File: src/rtl/jambu_ise_pkg.sv
// Shared definitions for the JAMBU ISE funnel-shift datapath: op-select codes,
// shift-amount width and left-to-right amount conversion.
package jambu_ise_pkg;

    localparam int unsigned OP_W      = 3;
    localparam int unsigned AMT_MAX_W = 7;

    // Op-select vector is {op_fsl, op_fsr, op_fsri}
    localparam logic [OP_W-1:0] OP_FSRI = 3'b001;
    localparam logic [OP_W-1:0] OP_FSR  = 3'b010;
    localparam logic [OP_W-1:0] OP_FSL  = 3'b100;

    function automatic int unsigned sw_of(input int unsigned xlen);
        return $clog2(2 * xlen);
    endfunction

    // Left by a == right by (2*XLEN - a) mod 2*XLEN, i.e. two's complement within sw bits
    function automatic logic [AMT_MAX_W-1:0] left_to_right(input logic [AMT_MAX_W-1:0] amt,
                                                          input int unsigned         sw);
        logic [AMT_MAX_W-1:0] mask;
        mask = AMT_MAX_W'((32'd1 << sw) - 32'd1);
        return (AMT_MAX_W'(0) - amt) & mask;
    endfunction

endpackage

File: src/rtl/jambu_rotr_stage.sv
// Combinational right rotator over W bits; amt[i] rotates by 2**(LSB+i) bit positions.
module jambu_rotr_stage #(
    parameter int unsigned W     = 64,
    parameter int unsigned AMT_W = 3,
    parameter int unsigned LSB   = 0
) (
    input  logic [W-1:0]     din,
    input  logic [AMT_W-1:0] amt,
    output logic [W-1:0]     dout
);

    logic [W-1:0] lvl [0:AMT_W];

    assign lvl[0] = din;

    for (genvar i = 0; i < AMT_W; i++) begin : g_lvl
        localparam int unsigned SH = (32'd1 << (LSB + i)) % W;
        assign lvl[i+1] = amt[i] ? ((lvl[i] >> SH) | (lvl[i] << (W - SH))) : lvl[i];
    end

    assign dout = lvl[AMT_W];

endmodule

File: src/rtl/jambu_fsr_unit.sv
// Two-stage pipelined funnel-shift unit: rd = rotr({rs2, rs1}, amt)[XLEN-1:0],
// with valid/ready handshakes, backpressure and flush.
module jambu_fsr_unit
    import jambu_ise_pkg::*;
#(
    parameter int unsigned XLEN = 32,
    parameter int unsigned SW   = sw_of(XLEN)
) (
    input  logic            clk,
    input  logic            rst,
    input  logic            flush,
    input  logic            in_valid,
    output logic            in_ready,
    input  logic            op_fsri,
    input  logic            op_fsr,
    input  logic            op_fsl,
    input  logic [XLEN-1:0] rs1,
    input  logic [XLEN-1:0] rs2,
    input  logic [XLEN-1:0] rs3,
    input  logic [SW-1:0]   imm,
    output logic            out_valid,
    input  logic            out_ready,
    output logic [XLEN-1:0] rd
);

    localparam int unsigned OW = 2 * XLEN;
    localparam int unsigned HW = SW - 3;

    logic [OP_W-1:0] op_sel;
    logic            op_ok;
    logic [SW-1:0]   amt;
    logic [OW-1:0]   rot_lo;
    logic [OW-1:0]   rot_hi;

    logic            s1_valid;
    logic [OW-1:0]   s1_data;
    logic [HW-1:0]   s1_hi;
    logic            s1_zero;
    logic            s2_valid;

    logic            s1_move;
    logic            s1_load;

    // Upper rs3 bits and upper rotated half are architecturally ignored
    logic            unused_bits;
    assign unused_bits = ^{rs3[XLEN-1:SW], rot_hi[OW-1:XLEN]};

    assign op_sel = {op_fsl, op_fsr, op_fsri};
    assign op_ok  = (op_sel == OP_FSRI) || (op_sel == OP_FSR) || (op_sel == OP_FSL);

    always_comb begin
        amt = '0;
        case (op_sel)
            OP_FSRI: amt = imm;
            OP_FSR:  amt = rs3[SW-1:0];
            OP_FSL:  amt = SW'(left_to_right(AMT_MAX_W'(rs3[SW-1:0]), SW));
            default: amt = '0;
        endcase
    end

    assign s1_move   = s1_valid && (!s2_valid || out_ready);
    assign in_ready  = !s1_valid || s1_move;
    assign s1_load   = in_valid && in_ready;
    assign out_valid = s2_valid;

    jambu_rotr_stage #(
        .W     (OW),
        .AMT_W (3),
        .LSB   (0)
    ) u_rot_lo (
        .din  ({rs2, rs1}),
        .amt  (amt[2:0]),
        .dout (rot_lo)
    );

    jambu_rotr_stage #(
        .W     (OW),
        .AMT_W (HW),
        .LSB   (3)
    ) u_rot_hi (
        .din  (s1_data),
        .amt  (s1_hi),
        .dout (rot_hi)
    );

    // S1: fine rotation (amt[2:0]) plus remaining byte-granular amount
    always_ff @(posedge clk) begin
        if (rst) begin
            s1_valid <= 1'b0;
            s1_data  <= '0;
            s1_hi    <= '0;
            s1_zero  <= 1'b0;
        end else if (flush) begin
            s1_valid <= 1'b0;
        end else if (s1_load) begin
            s1_valid <= 1'b1;
            s1_data  <= rot_lo;
            s1_hi    <= amt[SW-1:3];
            s1_zero  <= !op_ok;
        end else if (s1_move) begin
            s1_valid <= 1'b0;
        end
    end

    // S2: coarse rotation, zero mask, result register held while stalled
    always_ff @(posedge clk) begin
        if (rst) begin
            s2_valid <= 1'b0;
            rd       <= '0;
        end else if (flush) begin
            s2_valid <= 1'b0;
        end else if (s1_move) begin
            s2_valid <= 1'b1;
            rd       <= s1_zero ? '0 : rot_hi[XLEN-1:0];
        end else if (out_ready) begin
            s2_valid <= 1'b0;
        end
    end

endmodule

File: config.mk
export PLATFORM = sky130hd
export DESIGN_NAME = jambu_fsr_unit
export DESIGN_NICKNAME = d
export VERILOG_FILES = /design/src/rtl/jambu_ise_pkg.sv /design/src/rtl/jambu_rotr_stage.sv /design/src/rtl/jambu_fsr_unit.sv
export SDC_FILE = /design/constraint.sdc
export NUM_CORES = 1
export LEC_CHECK = 0
export ABC_AREA = 1
export BUFFER_PORTS_ARGS = -buffer_cell sky130_fd_sc_hd__buf_2
export CORE_ASPECT_RATIO = 1.5
export CORE_MARGIN = 2
export CORE_UTILIZATION = 60
export DETAILED_ROUTE_END_ITERATION = 7
export PLACE_DENSITY = 0.84
export SETUP_SLACK_MARGIN = 0.1
export SYNTH_ARGS = -nofsm -noshare
export SYNTH_HDL_FRONTEND = slang
export SYNTH_SLANG_ARGS = --single-unit
File: constraint.sdc
create_clock -name clk -period 3.5 [get_ports clk]
set_input_delay 0.175 -clock clk [delete_from_list [all_inputs] [get_ports clk]]
set_output_delay 0.175 -clock clk [all_outputs]
set_load 0.02 [all_outputs]
==> results of run 1 <==
path summary, 6_finish.rpt:
kind,start,end,slack [ps],depth (start not counted)
max,s1_hi[0]$_SDFFE_PP0P_,rd[3]$_SDFFE_PP0P_,1240,6
min,in_valid,s1_valid$_SDFFE_PP0P_,70,3
max reg2reg,s1_hi[0]$_SDFFE_PP0P_,rd[3]$_SDFFE_PP0P_,1240,6
min reg2reg,rd[26]$_SDFFE_PP0P_,rd[26]$_SDFFE_PP0P_,460,2
layer usage:
layer	GRT usage (%)	vias to the layer above	share of wire, %	routed length, um
li1	-	4799	-	-
met1	43.0	4279	40	10100
met2	56.8	433	49	12300
met3	3.80	58	6.9	1760
met4	14.9	0	4.3	1090
met5	0	-	0	0
Yosys cell counts:
library cell,instances
clkbuf_1,38
ha_1,1
nand3_2,63
buf_1,7
a21oi_1,106
nor3_2,1
o31ai_1,2
or2_2,1
buf_2,62
nor3_1,1
dfxtp_1,102
o21a_1,1
nand3_1,272
o211ai_1,7
nand2_1,302
inv_1,137
buf_8,7
nand4_1,66
inv_2,5
o21ai_0,147
o21ai_1,2
nor2_1,72
buf_4,4
worst max-delay path, stage by stage, from the launching register on:
cell	delay, ps
dfxtp_2	850
buf_4	400
o21ai_0	180
o21ai_0	170
a21oi_1	60
o21ai_0	350
a21oi_1	110
report_power, final:
group	internal, mW	switching [mW]
sequential	1.22	0.0383
combinational	0.290	0.586
clock	0.555	0.452
per-stage QoR:
stage	power, mW	area (um^2)
6_report	3.15	9080
3_5_place_dp	2.14	8780
4_1_cts	3.13	9080
2_1_floorplan	1.93	8380
5_1_grt	3.31	9080
3_3_place_gp	2.13	8780
cells by family after synthesis:
family                     after synthesis
and+or+nand+nor                        778
AOI/OAI and AO/OA                      265
buffers and inverters                  260
DFF                                    102
adders and majority gates                1
final cells by class:
class / count / area [um^2]
multi-input combinational: 1044 / 5220
fill: 1411 / 4520
sequential: 102 / 2040
timing repair buffer: 139 / 776
inverter: 142 / 533
clock buffer: 9 / 225
tap: 162 / 203
clock inverter: 7 / 75.1
cells in the final DEF (no fill, tap or decap), drive strengths merged:
master and instances:
nand3 335, nand2 302, o21ai 149, inv 142, buf 139, a21oi 106
dfxtp 102, nor2 72, nand4 66, clkbuf 9, o211ai 7, clkinvlp 3
clkinv 3, o31ai 2, nor3 2, or2 1, o21a 1, ha 1
bufinv 1
state kept, by name (all words and copies together), names as in the netlist:
name / count
s1_valid: 1
rd: 32
out_valid: 1
s1_data: 64
s1_hi: 3
s1_zero: 1
==> results.md, run 1 <==
- Slew margin rel.: 31.2%
- Synth Area in Simple Gates: 45.7%
- Synth warn: 0
- Ant. Diodes: 0
- Max Clock Skew: 6.38 ps
- Sinks on Clock Net: 102
- Final wirelength: around 25000 um
- First DRT Iteration DRCs: 787
- Least-Margin Pin Slew: 1030 ps
- Die area: roughly 15000 um^2
- CTS Buffer Depth: 2
- Max-slew violation count: 0
- Avg Inst Size Synth: 5.96 um^2
- Max-cap viol count: 0
- Startpoint types: flip-flop
- Initial Utilization: 61.6%
- Final antenna-violating net count: 0
- Critical Path RT: 3730 ps
- Largest cells by area after synthesis: dfxtp_1 (24%), nand3_1 (16%), nand2_1 (14%)
- Fin crit period: 2260 ps
- PwrDens: ~350 nW/um^2
- Vert. Die Dim: between 100 and 150 um
- Post-synthesis sequential area ratio: 24.4%
- Complex-gate fraction of the synthesized area: 16.1%
- PnR worst setup slack: 1240 ps
- First-pass GRT wire length: 40600 um
- Critical Path AT: 2490 ps
- GRT Overall Usage: 33.7%
- Post-CTS setup buffer count: 0
- Clock Pin Slew Worst Setup and Hold Paths: 70 ps
- RePlAce Congestion: 0.918
- Layout area overhead: 8.28%
- P_leak: 4.06 nW
- Post_cts resized: 0
- H-Tree Depth: 3
- Max frequency: ~440 MHz
- Synthesized flop and latch total: 102
- Final Non-Filler Cells: 1605
- Main combinational cell family by area after synthesis: simple AND/OR/NAND/NOR gates
- Fin nets: 1549
- Adder-Cell Fraction of Synth Area: 0.149%
- I/O pin cnt: 144
- Status: completed
- Mapped Cells: between 1000 and 1500
- Synth Cell Area: 8380 um^2
- CP Class: flip-flop to flip-flop
- CP endpoint kind: flip-flop
- Post-layout util: approximately 67%
- Worst-Skew Late Latency: 360 ps
- Setup TNS: 0 ps
- CTS tree: done
- Vias: 9569
- Routed WL per cell: 15.8 um
- Vias in the first global route: 8368
- Max IR drop VDD: between 0.2 and 0.25 mV
- Ratio of cells with drive above 1 in the final layout: 15.9%
- Hold-fix buffers, CTS: 0
- Core Area: 13600 um^2
- Placed Instances: about 1600
- Setup-failing EPs final: 0
- Yosys top cell area share: 24.4%
- Largest net degree at the start of global routing: between 60 and 70
- Input/output buffers: 117
- Die width: 101 um
- Crit-path max FO: around 50
- Residual DRC count: 0
- Rows: 52
- Mux contribution to synthesized area: 0%
- Endpoints failing hold: 0
- Fin crit share: 64.5%
- Hpwl dp: between 15000 and 20000 um
- Total grt overflow: 0
- Initial antenna violation count: 0
- CTS buffer count: 9
- Netlist cell types: 23
- Dominant cell type by area after synthesis: dfxtp_1
- Syn nets: 1517
- Routed vias/inst: ~6
- Root buffer cell: clkbuf_16
- RSZ-0062 raised after global routing: false
- Final Hold Slack: 68.3 ps
- Pre-CTS setup slack: 1040 ps
- Post-synthesis xor/xnor area fraction: 0%
- Pre-Repair DR Iteration Count: 5
- Hold Crit Class: primary input to flip-flop
Power figures use the tool's default switching activity.
==> run 2: changes to the inputs <==
CORE_UTILIZATION = 58   (was 60)
PLACE_DENSITY = 0.81   (was 0.84)
clock period = 2.3 ns   (was 3.5 ns; I/O delays follow)
==> run 2 against run 1 <==
Via count increased by 1.6%; power increased by 59%; utilization decreased by 0.26 points; register-to-register slack got worse by 710 ps; first-iteration DRC count decreased by 16%; critical endpoint is now rd[7]$_SDFFE_PP0P_; clock power increased by 69%.
==> results.md, run 2 (synthesis results as in run 1) <==
- Status: completed (unchanged)
- Leading cell type in the layout, fill and taps excluded: nand2_1 (unchanged)
- Max-slew violation count: 0 (unchanged)
- Routed vias/inst: 5.90 (was 5.96)
- Setup TNS: 0 ps (unchanged)
- Top flop regs: s1_data (64), rd (32), s1_hi (3) (unchanged)
- Combinational share of power: 27.6% (was 27.9%)
- Buf/Inv on CP: 1 (unchanged)
- Hold-fix buffers, CTS: 0 (unchanged)
- Root buffer cell: clkbuf_16 (unchanged)
- Int Pwr: 3.40 mW (was 2.07 mW)
- Hold Path Origin: in_valid (unchanged)
- Layout area overhead: 11.5% (was 8.28%)
- PnR worst setup slack: 533 ps (was 1240 ps)
- Largest net degree at the start of global routing: 77 (was 65)
- Post-layout util: 66.5% (was 66.8%)
- Endpoints failing hold: 0 (unchanged)
- Vert. Die Dim: 151 um (was 149 um)
- Final wirelength: 25600 um (was 25300 um)
- Max frequency: 566 MHz (was 443 MHz)
- Slew margin rel.: 51.4% (was 31.2%)
- Worst path cell trace: buf_12 -> o21ai_0 -> o21ai_0 -> a21oi_1 -> o21ai_0 -> a21oi_1 (was buf_4 -> o21ai_0 -> o21ai_0 -> a21oi_1 -> o21ai_0 -> a21oi_1)
- Switch share: 32.0% (was 34.2%)
- Worst Reg-to-Reg Cells: 6 (unchanged)
- CTS buffer count: 9 (unchanged)
- Least-Margin Pin Slew: 723 ps (was 1030 ps)
- Fin crit period: 1770 ps (was 2260 ps)
- Max incr delay on CP: 470 ps (was 850 ps)
- Final antenna-violating net count: 0 (unchanged)
- Pre-CTS setup slack: 379 ps (was 1040 ps)
- Initial antenna violation count: 0 (unchanged)
- Post_cts resized: 0 (unchanged)
- RR Startpoint: s1_hi[0]$_SDFFE_PP0P_ (unchanged)
- RSZ-0062 raised after global routing: false (unchanged)
- Pre-Repair DR Iteration Count: 5 (unchanged)
- Switching power: 1.60 mW (was 1.08 mW)
- CTS tree: done (unchanged)
- Initial Utilization: 59.6% (was 61.6%)
- Clock share of power: 34.1% (was 32.0%)
- Rows: 53 (was 52)
- Finished Cell Area: 9350 um^2 (was 9080 um^2)
- Core Area: 14100 um^2 (was 13600 um^2)
- Flop-to-flop setup slack: 530 ps (was 1240 ps)
- I/O pin cnt: 144 (unchanged)
- Placed instance area: 9020 um^2 (was 8780 um^2)
- Startpoint types: flip-flop (unchanged)
- Total Power Consumption: 5.01 mW (was 3.15 mW)
- RePlAce Congestion: 0.923 (was 0.918)
- Crit-path max FO: 53 (was 51)
- Fin crit share: 76.8% (was 64.5%)
- Die area: 15500 um^2 (was 15000 um^2)
- H-Tree Depth: 3 (unchanged)
- Worst hold endpoint: s1_valid$_SDFFE_PP0P_ (unchanged)
- CP endpoint kind: flip-flop (unchanged)
- Post-CTS setup buffer count: 0 (unchanged)
- Hold Crit Class: primary input to flip-flop (unchanged)
- Ant. Diodes: 0 (unchanged)
- Vias in the first global route: 8519 (was 8368)
- Residual DRC count: 0 (unchanged)
- Most frequent cells in the layout: nand2_1 (302), nand3_1 (269), o21ai_0 (147), inv_1 (137), buf_2 (117) (unchanged)
- Routed WL per cell: 15.6 um (was 15.8 um)
- PwrDens: 535 nW/um^2 (was 347 nW/um^2)
- Sinks on Clock Net: 102 (unchanged)
- Max-cap viol count: 0 (unchanged)
- Largest register FFs: 64 (unchanged)
- P_leak: 4.18 nW (was 4.06 nW)
- Max Clock Skew: 6.48 ps (was 6.38 ps)
- Most common cell on crit path: o21ai_0 (unchanged)
- Sequential Power Share: 38.3% (was 40.1%)
- Ratio of cells with drive above 1 in the final layout: 16.4% (was 15.9%)
- CTS Buffer Depth: 2 (unchanged)
- Setup-failing EPs final: 0 (unchanged)
- Worst-Skew Late Latency: 350 ps (was 360 ps)
- Vias: 9722 (was 9569)
- Crit Reg-Reg Endpoint: rd[7]$_SDFFE_PP0P_ (was rd[3]$_SDFFE_PP0P_)
- Critical Path RT: 2510 ps (was 3730 ps)
- Die width: 102 um (was 101 um)
- Clock Pin Slew Worst Setup and Hold Paths: 70 ps (about the same)
- Critical Path AT: 1980 ps (was 2490 ps)
- Hold path cells: 3 (unchanged)
- Total grt overflow: 0 (unchanged)
- First-pass GRT wire length: 41300 um (was 40600 um)
- Input/output buffers: 117 (unchanged)
- Crit path max-delay cell type: o21ai_0 (was dfxtp_2)
- Fin nets: 1561 (was 1549)
- CP Class: flip-flop to flip-flop (unchanged)
- Hpwl dp: 18800 um (was 18200 um)
- Max IR drop VDD: 0.369 mV (was 0.237 mV)
- Top reg by flops: s1_data (unchanged)
- Cell family with most CP delay: compound AO/OA/AOI/OAI gates (unchanged)
- GRT Overall Usage: 33.6% (was 33.7%)
- First DRT Iteration DRCs: 662 (was 787)
==> run 2: worst reg2reg max path, cell delays in order, from the launching register on <==
cell	delay (ps)
dfxtp_2	370
buf_12	210
o21ai_0	190
o21ai_0	200
a21oi_1	50
o21ai_0	470
a21oi_1	130
==> run 2: power by group through the flow <==
stage / clock network, mW / logic [mW] / registers [mW]
6_report: 1.71 / 1.38 / 1.92
5_1_grt: 1.79 / 1.54 / 1.92
4_1_cts: 1.72 / 1.36 / 1.92
3_5_place_dp: 0 / 1.35 / 1.96
3_3_place_gp: 0 / 1.33 / 1.95
2_1_floorplan: 0 / 0.989 / 1.95
==> run 2: worst max path at each step <==
| stage | slack [ps] | end | depth (start not counted) | from |
|---|---|---|---|---|
| 6_report | 530 | rd[7]$_SDFFE_PP0P_ | 6 | s1_hi[0]$_SDFFE_PP0P_ |
| 5_1_grt | 440 | s1_data[36]$_SDFFE_PP0P_ | 9 | out_valid$_SDFFE_PP0P_ |
| 4_1_cts | 570 | rd[7]$_SDFFE_PP0P_ | 6 | s1_hi[0]$_SDFFE_PP0P_ |
| 3_5_place_dp | 380 | s1_data[21]$_SDFFE_PP0P_ | 12 | op_fsl |
| 3_3_place_gp | 400 | s1_data[21]$_SDFFE_PP0P_ | 12 | op_fsl |
| 2_1_floorplan | 550 | s1_data[10]$_SDFFE_PP0P_ | 9 | out_valid$_SDFFE_PP0P_ |
==> run 2: stage by stage <==
step | cells | hold slack (ps)
5_1_grt | 1647 | 32.5
2_1_floorplan | 1406 | 246
4_1_cts | 1647 | 8.75
3_3_place_gp | 1631 | 369
6_report | 1647 | 12.6
3_5_place_dp | 1631 | 374
==> run 2: area by class of cell <==
cell class / instances / area, um^2
multi-input cells: 1044 / 5220
fillers: 1406 / 4710
flip-flops and latches: 102 / 2040
repair buffers: 151 / 978
inverters: 142 / 533
well taps: 192 / 240
clock buffers: 12 / 236
clock inverters: 4 / 95.1
==> run 2: per-layer routing <==
metal / part of all wire (%) / global-route usage (%)
met1: 39 / 40.3
met2: 49 / 57.7
met3: 6.9 / 5.40
met4: 4.7 / 15.9
met5: 0 / 0
